**src/rtl/ffq_pkg.sv**
```systemverilog
// ffq_pkg: shared definitions for the fastest-finger-first arbiter.
//   N_PLAYERS   - number of player buttons
//   ffq_state_t - arbiter round state
//   NO_WINNER   - winner code shown as "0" on the display
//   prio_pick   - lowest set request bit returned as a one-hot grant
package ffq_pkg;

    localparam int N_PLAYERS = 4;

    typedef enum logic [1:0] {
        IDLE    = 2'd0,
        ARMED   = 2'd1,
        LOCKED  = 2'd2,
        TIMEOUT = 2'd3
    } ffq_state_t;

    localparam logic [N_PLAYERS-1:0] NO_WINNER = 4'b0000;

    // Walk from the top bit down so the lowest-index request is the last
    // one written and therefore wins.
    function automatic logic [N_PLAYERS-1:0] prio_pick(input logic [N_PLAYERS-1:0] req);
        logic [N_PLAYERS-1:0] gnt;
        gnt = '0;
        for (int i = N_PLAYERS - 1; i >= 0; i--) begin
            if (req[i]) begin
                gnt    = '0;
                gnt[i] = 1'b1;
            end
        end
        return gnt;
    endfunction

endpackage

```
**src/rtl/ffq_debounce.sv**
```systemverilog
// ffq_debounce: 2-flop synchronizer plus debouncer for one raw button.
//   clk   in  - system clock
//   rst_n in  - asynchronous active-low reset
//   din   in  - raw asynchronous button level
//   level out - debounced level
//   rise  out - 1-cycle pulse on each rising edge of level (registered)
// The count register reaches DEBOUNCE_CYCLES after that many consecutive
// disagreeing synced cycles; level takes the synced value on the next edge.
module ffq_debounce #(
    parameter int DEBOUNCE_CYCLES = 16
) (
    input  logic clk,
    input  logic rst_n,
    input  logic din,
    output logic level,
    output logic rise
);

    localparam int CW = $clog2(DEBOUNCE_CYCLES + 1);
    localparam logic [CW-1:0] CNT_DONE = CW'(DEBOUNCE_CYCLES);

    logic          sync1_q, sync1_d;
    logic          sync2_q, sync2_d;
    logic [CW-1:0] cnt_q, cnt_d;
    logic          level_q, level_d;
    logic          rise_q, rise_d;

    always_comb begin
        sync1_d = din;
        sync2_d = sync1_q;
        level_d = level_q;
        cnt_d   = cnt_q;
        if (sync2_q == level_q) begin
            cnt_d = '0;
        end else if (cnt_q == CNT_DONE) begin
            level_d = sync2_q;
            cnt_d   = '0;
        end else begin
            cnt_d = cnt_q + 1'b1;
        end
        rise_d = level_d & ~level_q;
    end

    always_ff @(posedge clk or negedge rst_n) begin
        if (!rst_n) begin
            sync1_q <= 1'b0;
            sync2_q <= 1'b0;
            cnt_q   <= '0;
            level_q <= 1'b0;
            rise_q  <= 1'b0;
        end else begin
            sync1_q <= sync1_d;
            sync2_q <= sync2_d;
            cnt_q   <= cnt_d;
            level_q <= level_d;
            rise_q  <= rise_d;
        end
    end

    assign level = level_q;
    assign rise  = rise_q;

endmodule

```
**src/rtl/ffq_arbiter.sv**
```systemverilog
// ffq_arbiter: lockout arbiter for the fastest-finger-first buzzer.
//   clk     in  - system clock
//   rst_n   in  - asynchronous active-low reset
//   arm     in  - start a round (only looked at in IDLE)
//   clear   in  - return to IDLE from any state, zero winner and foul
//   player  in  - raw asynchronous active-high buttons
//   winner  out - registered one-hot winner, 0000 when none
//   armed   out - state is ARMED
//   locked  out - state is LOCKED
//   timeout out - state is TIMEOUT
//   foul    out - sticky; player was holding the button when armed
//
// state   | meaning
// IDLE    | waiting for arm, presses discarded
// ARMED   | round open, first unmasked press wins, timer running
// LOCKED  | winner latched, held until clear
// TIMEOUT | no press within TIMEOUT_CYCLES, held until clear
module ffq_arbiter #(
    parameter int N_PLAYERS       = 4,
    parameter int DEBOUNCE_CYCLES = 16,
    parameter int TIMEOUT_CYCLES  = 50_000_000
) (
    input  logic                 clk,
    input  logic                 rst_n,
    input  logic                 arm,
    input  logic                 clear,
    input  logic [N_PLAYERS-1:0] player,
    output logic [N_PLAYERS-1:0] winner,
    output logic                 armed,
    output logic                 locked,
    output logic                 timeout,
    output logic [N_PLAYERS-1:0] foul
);

    import ffq_pkg::*;

    localparam int TW = (TIMEOUT_CYCLES > 0) ? $clog2(TIMEOUT_CYCLES + 1) : 1;
    localparam logic [TW-1:0] TIMER_LAST = TW'((TIMEOUT_CYCLES > 0) ? TIMEOUT_CYCLES - 1 : 0);
    localparam bit TIMEOUT_EN = (TIMEOUT_CYCLES != 0);

    logic [N_PLAYERS-1:0] level;
    logic [N_PLAYERS-1:0] rise;
    logic [N_PLAYERS-1:0] accept;

    ffq_state_t           state_q, state_d;
    logic [TW-1:0]        timer_q, timer_d;
    logic [N_PLAYERS-1:0] winner_q, winner_d;
    logic [N_PLAYERS-1:0] foul_q, foul_d;
    logic [N_PLAYERS-1:0] mask_q, mask_d;

    for (genvar g = 0; g < N_PLAYERS; g++) begin : g_deb
        ffq_debounce #(
            .DEBOUNCE_CYCLES(DEBOUNCE_CYCLES)
        ) u_deb (
            .clk  (clk),
            .rst_n(rst_n),
            .din  (player[g]),
            .level(level[g]),
            .rise (rise[g])
        );
    end

    assign accept = rise & ~mask_q;

    always_comb begin
        state_d  = state_q;
        timer_d  = timer_q;
        winner_d = winner_q;
        foul_d   = foul_q;
        // A mask bit only survives while that player keeps holding.
        mask_d   = mask_q & level;

        if (clear) begin
            state_d  = IDLE;
            timer_d  = '0;
            winner_d = NO_WINNER;
            foul_d   = '0;
            mask_d   = '0;
        end else begin
            case (state_q)
                IDLE: begin
                    if (arm) begin
                        state_d = ARMED;
                        timer_d = '0;
                        foul_d  = foul_q | level;
                        mask_d  = level;
                    end
                end
                ARMED: begin
                    if (timer_q != '1) begin
                        timer_d = timer_q + 1'b1;
                    end
                    // A press landing on the final timer cycle still wins.
                    if (|accept) begin
                        state_d  = LOCKED;
                        winner_d = prio_pick(accept);
                    end else if (TIMEOUT_EN && (timer_q == TIMER_LAST)) begin
                        state_d = TIMEOUT;
                    end
                end
                LOCKED:  state_d = LOCKED;
                TIMEOUT: state_d = TIMEOUT;
                default: state_d = IDLE;
            endcase
        end
    end

    always_ff @(posedge clk or negedge rst_n) begin
        if (!rst_n) begin
            state_q  <= IDLE;
            timer_q  <= '0;
            winner_q <= NO_WINNER;
            foul_q   <= '0;
            mask_q   <= '0;
        end else begin
            state_q  <= state_d;
            timer_q  <= timer_d;
            winner_q <= winner_d;
            foul_q   <= foul_d;
            mask_q   <= mask_d;
        end
    end

    assign winner  = winner_q;
    assign foul    = foul_q;
    assign armed   = (state_q == ARMED);
    assign locked  = (state_q == LOCKED);
    assign timeout = (state_q == TIMEOUT);

endmodule

```
**config.mk**
```make
export PLATFORM = sky130hd
export DESIGN_NAME = ffq_arbiter
export DESIGN_NICKNAME = d
export VERILOG_FILES = /design/src/rtl/ffq_pkg.sv /design/src/rtl/ffq_debounce.sv /design/src/rtl/ffq_arbiter.sv
export SDC_FILE = /design/constraint.sdc
export NUM_CORES = 1
export LEC_CHECK = 0
export CORE_MARGIN = 2
export CORE_UTILIZATION = 45
export CTS_BUF_LIST = sky130_fd_sc_hd__clkbuf_4 sky130_fd_sc_hd__clkbuf_8 sky130_fd_sc_hd__clkbuf_16
export DETAILED_ROUTE_END_ITERATION = 10
export HOLD_SLACK_MARGIN = 0.12
export PLACE_DENSITY = 0.61
export SLEW_MARGIN = 20
export SYNTH_ARGS = -nofsm -noshare
export SYNTH_HDL_FRONTEND = slang
export SYNTH_SLANG_ARGS = --single-unit
```
**constraint.sdc**
```tcl
create_clock -name clk -period 1.9 [get_ports clk]
set_input_delay 0.19 -clock clk [delete_from_list [all_inputs] [get_ports clk]]
set_output_delay 0.19 -clock clk [all_outputs]
set_load 0.05 [all_outputs]
```
Yosys cells after proc, flatten, opt, wreduce, memory -nomap -nowiden
Cells that the tools add are included.
- bits in registers: 76
- output and inout port bits: 11
- bits of input ports: 8
- multiplexer cells: 38
- bitwise gates (word level): 12
- eq/ne operators: 16
- reductions and logical operators: 11
- add/sub/neg operators: 5
- operator list (operator ; number):
    2-to-1 mux 26 bit ; 3
    2-to-1 mux 4 bit ; 13
    one-hot mux 26 bit (2 select lines) ; 1
    2-to-1 mux 5 bit ; 8
    adder 26 x 1 -> 26 bit (second input constant) ; 1
    equality test 26 bit (second input constant) ; 1
    != test 26 bit (second input constant) ; 1
    adder 5 x 1 -> 5 bit (second input constant) ; 4
    equality test 5 bit (second input constant) ; 4
    bitwise AND 4 bit ; 2
    2-to-1 mux 1 bit ; 8
    2-to-1 mux 2 bit ; 4
    one-hot mux 2 bit (4 select lines) ; 1
    nonzero test 2 bit ; 4
    AND reduction 2 bit ; 3
    bitwise AND 1 bit ; 4
    equality test 1 bit ; 4
    equality test 2 bit (second input constant) ; 2
    != test 4 x 2 -> 1 bit (second input constant) ; 1
    NOT 1 bit ; 4
    NOT 4 bit ; 1
    bitwise OR 4 bit ; 1
    OR reduction 4 bit ; 1
    != test 3 x 2 -> 1 bit (second input constant) ; 1
    other kinds (5) ; 5

Longest topological paths before layout
- word-level depth: 9
- mapped depth: 9
- depth with buffers taken out: 6

Hierarchy
A second synthesis with hierarchy kept.
- cell total of the unflattened synthesis: 366
- area total of the unflattened synthesis: 3877.5 um2
- by module, submodules not included (module ; cells each ; instances ; area an instance (um2) ; sequential area each (um2)):
    ffq_arbiter ; 254 ; 1 ; 2356.0 ; 1001.0
    ffq_debounce ; 28 ; 4 ; 380.4 ; 225.2

Least setup slack after synthesis
OpenSTA, ideal clock, no wires.
- path type: flip-flop to flip-flop
- from: register timer_q[0]
- to: register timer_q[9]
- buffers on the path: 1
- period minus slack after synthesis: 1796 ps
- slack: 104 ps
- cell stages (with the launch flop): 8
- library setup time: 139 ps
- data arrival time: 1657 ps
- required time: 1761 ps
- path through: dfrtp_1 -> ha_1 -> and3_1 -> nand4_2 -> or2_1 -> o21ai_2 -> buf_4 -> o31ai_1
- cells in the longest elaborated chain, start to end: 4
- RTL lines (item ; line ; text):
    start: declaration ; ffq_arbiter.sv:46 ; logic [TW-1:0] timer_q, timer_d;
    start signal: assignment ; ffq_arbiter.sv:117 ; timer_q <= timer_d;
    adder 26 x 1 -> 26 bit ; ffq_arbiter.sv:91 ; timer_d = timer_q + 1'b1;
    2-to-1 mux 26 bit ; ffq_arbiter.sv:90 ; if (timer_q != '1) begin
    one-hot mux 26 bit (2 select lines) ; ffq_arbiter.sv:80 ; case (state_q)
    2-to-1 mux 26 bit ; ffq_arbiter.sv:73 ; if (clear) begin
Several ways; a longest one is shown, not always the timed one. The select of a mux whose other input is x is not followed.
A chain may end at the register's enable or synchronous reset.

Worst setup path after layout
- from: register timer_q[1]
- to: register timer_q[22]
The elaborated chain is that of the path after synthesis.

==> results.cfg <==
[cts]
cts.path.max_buffers = 2
clkLatencyLatePin_ns = 0.35
cts_root_buf = clkbuf_8
numCtsBuffers = 9
cts_tree = done
cts_max_level = 3
cts_sinks = 76
clkTransAtPathRegs_ns = 0.09

[place]
pre_cts_ws_ns = -0.03770
port_buffers = 18
dp_cells = 520
gp_congestion = 0.8646
dp_hpwl_mm = 6.279

[worst_setup_path]
reg2reg_slack_ns = 0.05
worstRegToRegCells = 7
cp_max_fo = 4
worst-setup-path-type = flip-flop to flip-flop
rr_startpoint = timer_q[1]$_DFFE_PN0P_
crit_path_end_kind = flip-flop
cp.arrival_ns = 2.10
cp_common_cell = nand4_1
slowest_delay_ns = 0.42
r2r-end = timer_q[22]$_DFFE_PN0P_
path_cells = ha_2 > nand4_1 > nor4_2 > buf_4 > nand4_1 > mux2i_1 > a21o_1
crit_path_start_kind = flip-flop
cp_slowest_cell = dfrtp_1
worstPathRequired_ns = 2.15

[layout]
area_growth_pct = 23.76
nets = 447
diodes = 0
fin_cells = 539
layout-drive-gt1-share_pct = 22.12

[sta]
finalCritPeriodShare_pct = 97.33
slew_headroom_pct = 64.91
hold_viol = 0
fin_skew_ns = 0.009328
slew_violations = 0
setup_ws_ns = 0.05076
rsz0062_at_grt = yes
setup_viol = 0
max_slew.worst_pin.slew_ns = 0.5264
max_freq_ghz = 0.5408
setup_tns_ns = 0
finalWorstPathRequiredPeriod_ns = 1.849

[global_route]
grt_pass1_vias = 3047
grt_overflow = 0
track_usage_pct = 21.49
antenna_found_initial = 0
grt_max_degree = 40
grt_pass1_wl_mm = 15.09

[floorplan]
start_util_pct = 46.31
die-area_sq_um = 9163
coreArea_sq_um = 8175
die_h_um = 95.73
rows = 33
pin_count = 19
fp.dieW_um = 95.73

[hold_path]
whs_path_depth = 1
min_path_type = primary input to flip-flop
min_delay_worst_endpoint = g_deb[3].u_deb.sync1_q$_DFF_PN0_
hp-start = player[3]

[logic_synthesis]
netlist_area_sq_um = 3786
ys_seq_elements = 76
synth_top_area_share_pct = 50.23
synth_cells = 364
post-synth-top-area-cell = dfrtp_1
yosys_warnings = 0
syn_nets = 382
synth-seq-area-share_pct = 50.23
synthArstFlopShare_pct = 100.0
yosysMostFrequentCell = dfrtp_1
synth_ff_type = dfrtp_1
yosys-top-cells-area = dfrtp_1, nor2_1, ha_1, xor2_1, nand3_1
synth_commonest_cells = dfrtp_1, nor2_1, nand2_1
ys_types = 56
synth-edff-count = 0
synth_area_per_cell_sq_um = 10.40

[flow_run]
drv_cap = 0

[outcome]
status = complete, no violations

[detailed_routing]
detail-route-antenna-nets = 0
drt_iter0_drc = 168
drt-pass1-iter-count = 4
post_drt_wl_per_cell_um = 16.19
wirelength_mm = 8.724
drcViolationCount = 0
vias = 3040
via_per_inst = 5.640

[pwr]
power_density_nw_per_um2 = 684.7
leakage_nw = 2.180
total_power_mw = 3.208
ir_drop_v = 0.0003765
-- routing by layer --
layer	global-route usage, %	share of wire (%)	up-vias
met5	0	0	-
met3	3.289	4.7	10
met1	29.54	46	1483
li1	-	-	1466
met2	34.44	48	81
met4	8.214	1.4	0
-- cells by family after synthesis --
logic type	share of synthesized area [%]
xor+xnor	3.701
mux	1.454
compound gates	12.49
simple gates	26.44
fa+ha+maj	3.305
buf+inv	2.379
flops	50.23
-- cells in the final DEF (no fill, tap or decap), types with 10 or more instances in the layout --
master and n:
nand4_1 11, o21ai_0 16, nand3_1 18, nor2_1 36, nand2_1 22, a21oi_1 16, inv_1 10, xor2_1 11
dfrtp_1 72, and3_1 10, clkdlybuf4s50_1 14, and2_1 12, buf_4 47
-- registers in the layout (all words and copies together) (netlist names) --
register,cells
mask_q,4
state_q,2
g_deb.u_deb.level,4
g_deb.u_deb.sync2_q,4
g_deb.u_deb.sync1_q,4
winner,4
g_deb.u_deb.cnt_q,20
g_deb.u_deb.rise,4
foul,4
timer_q,26
-- area by class of cell --
| type | count | area [sq um] |
|---|---|---|
| clock buffer | 10 | 131.4 |
| clock inverter | 6 | 71.32 |
| fill | 704 | 3490 |
| inverter | 10 | 37.54 |
| multi-input combinational | 267 | 1844 |
| sequential | 76 | 1907 |
| tap | 105 | 131.4 |
| timing repair buffer | 65 | 563.0 |
-- report_power, final --
part,switching [mW],internal (mW),leakage (nW)
Clock,0.648,0.633,0.0969
Sequential,0.0336,1.65,1.02
Combinational,0.141,0.103,1.06
Total,0.822,2.39,2.18
-- through the flow --
| stage | utilization, % | cell area, sq um | hold WS [ns] |
|---|---|---|---|
| after floorplan | - | 3786 | -0.1056 |
| after global placement | 53.86 | 4403 | 0.2090 |
| after detailed placement | 53.86 | 4403 | 0.2100 |
| after CTS | 56.54 | 4622 | 0.2509 |
| after global routing | 57.32 | 4686 | 0.2649 |
| final | 57.32 | 4686 | 0.2655 |
-- critical path, delay by kind of cell, from the launching register on --
kind            cells  cell delay, ns
mux                 1            0.15
compound gates      1            0.15
buf+inv             1            0.18
simple gates        3            0.64
fa+ha+maj           1            0.21
flops               1            0.42
-- worst max-delay path by stage --
stage          slack (ns)                       to                    from  cells past startpoint
2_1_floorplan        0.10   timer_q[9]$_DFFE_PN0P_  timer_q[0]$_DFFE_PN0P_                      7
3_3_place_gp         0.01  timer_q[22]$_DFFE_PN0P_  timer_q[0]$_DFFE_PN0P_                      7
3_5_place_dp        -0.04  timer_q[22]$_DFFE_PN0P_  timer_q[0]$_DFFE_PN0P_                      7
4_1_cts             0.006  timer_q[24]$_DFFE_PN0P_  timer_q[0]$_DFFE_PN0P_                      7
5_1_grt             -0.02  timer_q[22]$_DFFE_PN0P_  timer_q[1]$_DFFE_PN0P_                      7
6_report             0.05  timer_q[22]$_DFFE_PN0P_  timer_q[1]$_DFFE_PN0P_                      7
-- timing repair --
item	CTS	global route
buffers inserted	0	2
pin swaps	0	4
hold endpoints to repair	37	0
hold buffers	1	0
endpoints found under the setup margin	1	23
resized for setup	1	14
Note: power is estimated with default switching activity, not from simulation.
